<file path="src/rtl/fir_sym_stream_core.sv">
// fir_sym_stream_core
//   Streaming symmetric/antisymmetric FIR with a run-time loadable,
//   double-buffered coefficient bank. The pipeline has three register stages:
//   delay line, pre-add/multiply and sum/round/saturate. Every stage advances
//   only while the output register can move (en = !m_valid || m_ready).
//
// Ports
//   clk, rst            clock, asynchronous active-high reset
//   s_valid/s_ready     input handshake; s_ready is combinational (= en)
//   s_data              signed input sample, DATA_WL bits, DATA_FL fraction bits
//   mode                0: x[k]+x[T-1-k], 1: x[k]-x[T-1-k]; captured per sample
//   cfg_we/addr/data    write one shadow coefficient (addresses >= NC ignored)
//   cfg_commit          copy the shadow bank into the active bank
//   m_valid/m_ready     output handshake
//   m_data              signed result, OUT_WL bits, OUT_FL fraction bits
//   m_sat               m_data was clipped (qualified by m_valid)
module fir_sym_stream_core #(
    parameter int TAPS     = 10,
    parameter int DATA_WL  = 14,
    parameter int DATA_FL  = 6,
    parameter int COEFF_WL = 9,
    parameter int COEFF_FL = 7,
    parameter int OUT_WL   = 20,
    parameter int OUT_FL   = 12,
    parameter logic [(TAPS/2)*COEFF_WL-1:0] COEFF_INIT = '0
) (
    input  logic                              clk,
    input  logic                              rst,
    input  logic                              s_valid,
    output logic                              s_ready,
    input  logic signed [DATA_WL-1:0]         s_data,
    input  logic                              mode,
    input  logic                              cfg_we,
    input  logic        [$clog2(TAPS/2)-1:0]  cfg_addr,
    input  logic signed [COEFF_WL-1:0]        cfg_data,
    input  logic                              cfg_commit,
    output logic                              m_valid,
    input  logic                              m_ready,
    output logic signed [OUT_WL-1:0]          m_data,
    output logic                              m_sat
);

    localparam int NC     = TAPS / 2;
    localparam int AW     = $clog2(NC);
    localparam int PRE_W  = DATA_WL + 1;
    localparam int PROD_W = PRE_W + COEFF_WL;
    localparam int SUM_W  = PROD_W + $clog2(NC);
    localparam int D      = DATA_FL + COEFF_FL - OUT_FL;
    localparam int RSH    = (D > 0) ? D : 0;
    // One spare bit for the rounding add, and wide enough to hold the
    // output limits even when the sum is narrower than the output.
    localparam int ACC_W  = ((SUM_W + 1 > OUT_WL) ? SUM_W + 1 : OUT_WL) + 1;
    localparam logic signed [ACC_W-1:0] RND = ACC_W'((2 ** RSH) / 2);

    if (OUT_FL > DATA_FL + COEFF_FL) begin : g_bad_out_fl
        $error("OUT_FL must not exceed DATA_FL + COEFF_FL");
    end
    if ((TAPS % 2) != 0 || TAPS < 4) begin : g_bad_taps
        $error("TAPS must be even and at least 4");
    end

    function automatic logic signed [ACC_W-1:0] round_half_up(input logic signed [SUM_W-1:0] s);
        logic signed [ACC_W-1:0] t;
        t = ACC_W'(s) + RND;
        return t >>> RSH;
    endfunction

    // Returns {sat, data}.
    function automatic logic [OUT_WL:0] saturate(input logic signed [ACC_W-1:0] v);
        logic signed [ACC_W-1:0] hi;
        logic signed [ACC_W-1:0] lo;
        hi = ACC_W'({1'b0, {(OUT_WL-1){1'b1}}});
        lo = ~hi;
        if (v > hi)      return {1'b1, 1'b0, {(OUT_WL-1){1'b1}}};
        else if (v < lo) return {1'b1, 1'b1, {(OUT_WL-1){1'b0}}};
        else             return {1'b0, v[OUT_WL-1:0]};
    endfunction

    logic                        en;
    logic signed [DATA_WL-1:0]   x_p0   [TAPS];
    logic                        mode_p0;
    logic                        vld_p0;
    logic signed [COEFF_WL-1:0]  c_shd  [NC];
    logic signed [COEFF_WL-1:0]  c_act  [NC];
    logic signed [PRE_W-1:0]     pre    [NC];
    logic signed [PROD_W-1:0]    prod   [NC];
    logic signed [PROD_W-1:0]    prod_p1[NC];
    logic                        vld_p1;
    logic signed [SUM_W-1:0]     sum;

    assign en      = !m_valid || m_ready;
    assign s_ready = en;

    // Coefficient banks. Commit ignores en so it also lands during a stall;
    // a write in the commit cycle is forwarded straight into the active bank.
    always_ff @(posedge clk or posedge rst) begin
        if (rst) begin
            for (int k = 0; k < NC; k++) begin
                c_shd[k] <= COEFF_INIT[k*COEFF_WL +: COEFF_WL];
                c_act[k] <= COEFF_INIT[k*COEFF_WL +: COEFF_WL];
            end
        end else begin
            for (int k = 0; k < NC; k++) begin
                if (cfg_we && cfg_addr == AW'(k))
                    c_shd[k] <= cfg_data;
                if (cfg_commit)
                    c_act[k] <= (cfg_we && cfg_addr == AW'(k)) ? cfg_data : c_shd[k];
            end
        end
    end

    // ---- stage 0: delay line accepts the sample ----
    always_ff @(posedge clk or posedge rst) begin
        if (rst) begin
            for (int k = 0; k < TAPS; k++) x_p0[k] <= '0;
            mode_p0 <= 1'b0;
            vld_p0  <= 1'b0;
        end else if (en) begin
            vld_p0 <= s_valid;
            if (s_valid) begin
                for (int k = TAPS - 1; k > 0; k--) x_p0[k] <= x_p0[k-1];
                x_p0[0] <= s_data;
                mode_p0 <= mode;
            end
        end
    end

    // ---- stage 1: pre-add and full-precision multiply ----
    always_comb begin
        for (int k = 0; k < NC; k++) begin
            pre[k]  = mode_p0 ? PRE_W'(x_p0[k]) - PRE_W'(x_p0[TAPS-1-k])
                              : PRE_W'(x_p0[k]) + PRE_W'(x_p0[TAPS-1-k]);
            prod[k] = PROD_W'(pre[k]) * PROD_W'(c_act[k]);
        end
    end

    always_ff @(posedge clk or posedge rst) begin
        if (rst) begin
            for (int k = 0; k < NC; k++) prod_p1[k] <= '0;
            vld_p1 <= 1'b0;
        end else if (en) begin
            for (int k = 0; k < NC; k++) prod_p1[k] <= prod[k];
            vld_p1 <= vld_p0;
        end
    end

    // ---- stage 2: sum, round half up, saturate ----
    always_comb begin
        sum = '0;
        for (int k = 0; k < NC; k++) sum = sum + SUM_W'(prod_p1[k]);
    end

    always_ff @(posedge clk or posedge rst) begin
        if (rst) begin
            m_valid <= 1'b0;
            m_data  <= '0;
            m_sat   <= 1'b0;
        end else if (en) begin
            m_valid         <= vld_p1;
            {m_sat, m_data} <= saturate(round_half_up(sum));
        end
    end

endmodule

</file>
<file path="config.mk">
export PLATFORM = sky130hd
export DESIGN_NAME = fir_sym_stream_core
export DESIGN_NICKNAME = d
export VERILOG_FILES = /design/src/rtl/fir_sym_stream_core.sv
export SDC_FILE = /design/constraint.sdc
export NUM_CORES = 2
export LEC_CHECK = 0
export BUFFER_PORTS_ARGS = -buffer_cell sky130_fd_sc_hd__buf_2
export CORE_MARGIN = 2
export CORE_UTILIZATION = 55
export CTS_CLUSTER_DIAMETER = 200
export DETAILED_ROUTE_END_ITERATION = 10
export GPL_TIMING_DRIVEN = 0
export PLACE_DENSITY = 0.71
export SYNTH_ARGS = -nofsm -noshare
export SYNTH_HDL_FRONTEND = slang
export SYNTH_SLANG_ARGS = --single-unit
</file>
<file path="constraint.sdc">
create_clock -name clk -period 17.39 [get_ports clk]
set_clock_uncertainty 0.2 [all_clocks]
set_input_delay 4.3475 -clock clk [delete_from_list [all_inputs] [get_ports clk]]
set_output_delay 4.3475 -clock clk [all_outputs]
set_load 0.03 [all_outputs]
</file>
==> results by group <==
Detailed routing
  – Initial DRT Pass Iterations: 5
  – Starting DRC count in detailed routing: 2526
  – Vias per cell: 5.74
  – Residual DRC: 0
  – Post-route ant nets: 0
  – Vias post-DR: 32300
  – Final wirelength: 119 mm
  – Wire length per cell: 21.2 um

Critical path
  – Worst Path Required: 12840 ps
  – Critical Path Sink Type: output pin
  – WS Path Type: in -> out
  – Largest delay share family, worst path: buffers and inverters
  – Crit path max fanout: 10
  – CP max stage cell: clkbuf_1
  – CP peak stage delay: 780 ps
  – Worst setup SP type: input port
  – Crit path top cell by count: clkbuf_1
  – Worst path buffer plus inverter count: 6
  – CP Data Arrival Time: 7430 ps
  – Cell breakdown of the critical path: buf_2 > nor2b_1 > inv_1 > clkbuf_1 > clkbuf_1 > clkbuf_1 > buf_2

STA
  – Final period utilization: 68.9%
  – RSZ-0062 raised after global routing: no
  – Tightest Pin Transition: 1440 ps
  – Setup TNS: 0 ps
  – Max Fclk: 83.5 MHz
  – Final WS setup: 5410 ps
  – Setup violations, final: 0
  – Endpoints failing hold: 0
  – Final min period: 11980 ps
  – Slew Limit Fails: 0
  – Max_slew headroom: 3.38%

Final layout
  – Final nets: 5569
  – P&R area growth vs syn: 7.28%
  – Layout cells sized above 1: 8.89%
  – Final instance area: 47400 um^2

Floorplan
  – Die area: 82700 um^2
  – Die Y: 288 um
  – Initial Util: 55.8%
  – Placeable core area: 79300 um^2
  – Row count: 103
  – Die X: 288 um
  – Io pins: 56

Clock tree
  – Worst-case clock buffer depth: 3
  – Num CTS Buffers: 44
  – CTS H-tree depth: 2
  – Hold buffers post-CTS: 0
  – Number of post-CTS setup repair buffers: 0
  – Cts repair resizes: 0
  – Clock slew at reported path FFs: 60 ps
  – Clock latency on the worst-skew pair: 580 ps
  – Clock sinks: 375
  – CTS tree: done
  – CTS root buf: clkbuf_16

Logic synthesis
  – EDFF count, synth: 0
  – YS warnings: 0
  – Synthesized area: 44200 um^2
  – Sequential element share of the synthesized area: 21.2%
  – Synth Area per Inst: 9.96 um^2
  – Mapped Nets: 5463
  – Post-Synthesis Cells: 4439
  – Top FF cell, synth: dfrtp_1
  – Netlist cell types: 88
  – Asr flop ratio synth: 100%
  – Seq cells post-synth: 375

Run status
  – Status: finished clean

Global route
  – Largest net degree at the start of global routing: 130
  – Total track usage: 29.6%
  – Number of global-route vias before repair: 32500
  – Antenna violations before repair: 2
  – Total global routing overflow: 0
  – First-pass GRT wire length: 188 mm

Placement
  – Pre-CTS WS: 5490 ps
  – Placer's final routability congestion estimate: 0.941
  – Post-DP HPWL: 98.5 mm
  – IO Port Bufs: 54
  – Post-placement cell area: 45900 um^2

Hold path
  – Hold Crit Class: reg -> reg

Flow run
  – Max cap viols: 0
## metal layers
| metal | global-route usage [%] | vias up | share of wire (%) |
|---|---|---|---|
| li1 | - | 14700 | - |
| met1 | 43.0 | 16300 | 45 |
| met2 | 45.8 | 1067 | 45 |
| met3 | 4.97 | 193 | 7.0 |
| met4 | 8.53 | 4 | 3.2 |
| met5 | 0 | - | 0.023 |
## Yosys cell counts (29+ instances only)
master | count | area share [%]
fa_1 | 639 | 29
inv_1 | 561 | 4.8
nand2_1 | 498 | 4.2
dfrtp_1 | 375 | 21
ha_1 | 352 | 10
and2_1 | 229 | 3.2
mux2_2 | 217 | 5.5
nor2_1 | 200 | 1.7
xnor2_1 | 174 | 3.4
a21oi_1 | 170 | 1.9
o21ai_0 | 123 | 1.4
clkbuf_1 | 101 | 0.86
nor2b_1 | 94 | 1.3
nor3_1 | 73 | 0.83
nand3_1 | 58 | 0.66
xor2_1 | 57 | 1.1
o31ai_1 | 41 | 0.70
a21o_1 | 38 | 0.64
nand2b_1 | 35 | 0.50
and3_1 | 33 | 0.47
or3_1 | 29 | 0.41
## final timing paths
kind | start | end | slack [ps] | depth (start not counted)
min in group asynchronous | rst | x_p0[137]$_DFFE_PP0P_ | 3540 | 2
worst max-delay path | m_ready | s_ready | 5410 | 7
worst max register to register | mode_p0$_DFFE_PP0P_ | prod_p1[47]$_DFFE_PP0N_ | 7540 | 31
max in group asynchronous | rst | c_shd[12]$_DFF_PP0_ | 12040 | 4
worst min register to register | vld_p1$_DFFE_PP0N_ | vld_p1$_DFFE_PP0N_ | 270 | 2
worst min-delay path | vld_p1$_DFFE_PP0N_ | vld_p1$_DFFE_PP0N_ | 270 | 2
## tightest hold or removal path: cells and delay by family, from the launching register on
family	cells	cell delay, ps
DFF	1	340
and+or+nand+nor	2	100
## registers in the layout (all words and copies together), names as in the netlist
signal	cells
m_data	20
m_sat	1
c_act	45
mode_p0	1
prod_p1	120
c_shd	45
vld_p1	1
x_p0	140
m_valid	1
vld_p0	1
## cell usage in the layout, fill, tap and decap left out, drive strengths merged, types with 35 or more instances in the layout
cell type / Yosys / routed
fa: 639 / 639
inv: 561 / 562
nand2: 498 / 498
dfrtp: 375 / 375
ha: 352 / 352
and2: 232 / 232
mux2: 218 / 218
nor2: 200 / 200
xnor2: 175 / 175
a21oi: 173 / 173
clkbuf: 103 / 162
o21ai: 130 / 130
nor2b: 94 / 94
buf: 18 / 78
nor3: 74 / 74
nand3: 58 / 58
xor2: 58 / 58
o31ai: 42 / 42
a21o: 38 / 38
nand2b: 35 / 35
## logic make-up after synthesis
group | share of synthesized area, %
AO/OA/AOI/OAI | 8.87
XOR/XNOR | 4.65
adder cells (fa/ha/maj) | 38.9
buffers and inverters | 5.84
flip-flops | 21.2
multiplexers | 5.69
AND/OR/NAND/NOR | 14.9
## stage by stage
stage,std cells,hold WS (ps),utilization (%)
after global placement,5543,251,57.8
after detailed placement,5548,255,58.0
after CTS,5626,267,59.8
after floorplan,4439,230,-
final,5629,270,59.9
after global routing,5627,294,59.9
## cell type report
cell class / count / area, um^2
inverters: 561 / 2110
repair buffers: 60 / 380
well taps: 1050 / 1310
plain buffers: 121 / 478
flip-flops and latches: 375 / 9380
diodes: 2 / 5.00
multi-input cells: 3382 / 32300
fillers: 6710 / 31800
clock inverters: 19 / 259
clock buffers: 59 / 1220
Power is not shown: default switching activity piles up to over one toggle a cycle in this logic, so the estimate is an artifact.
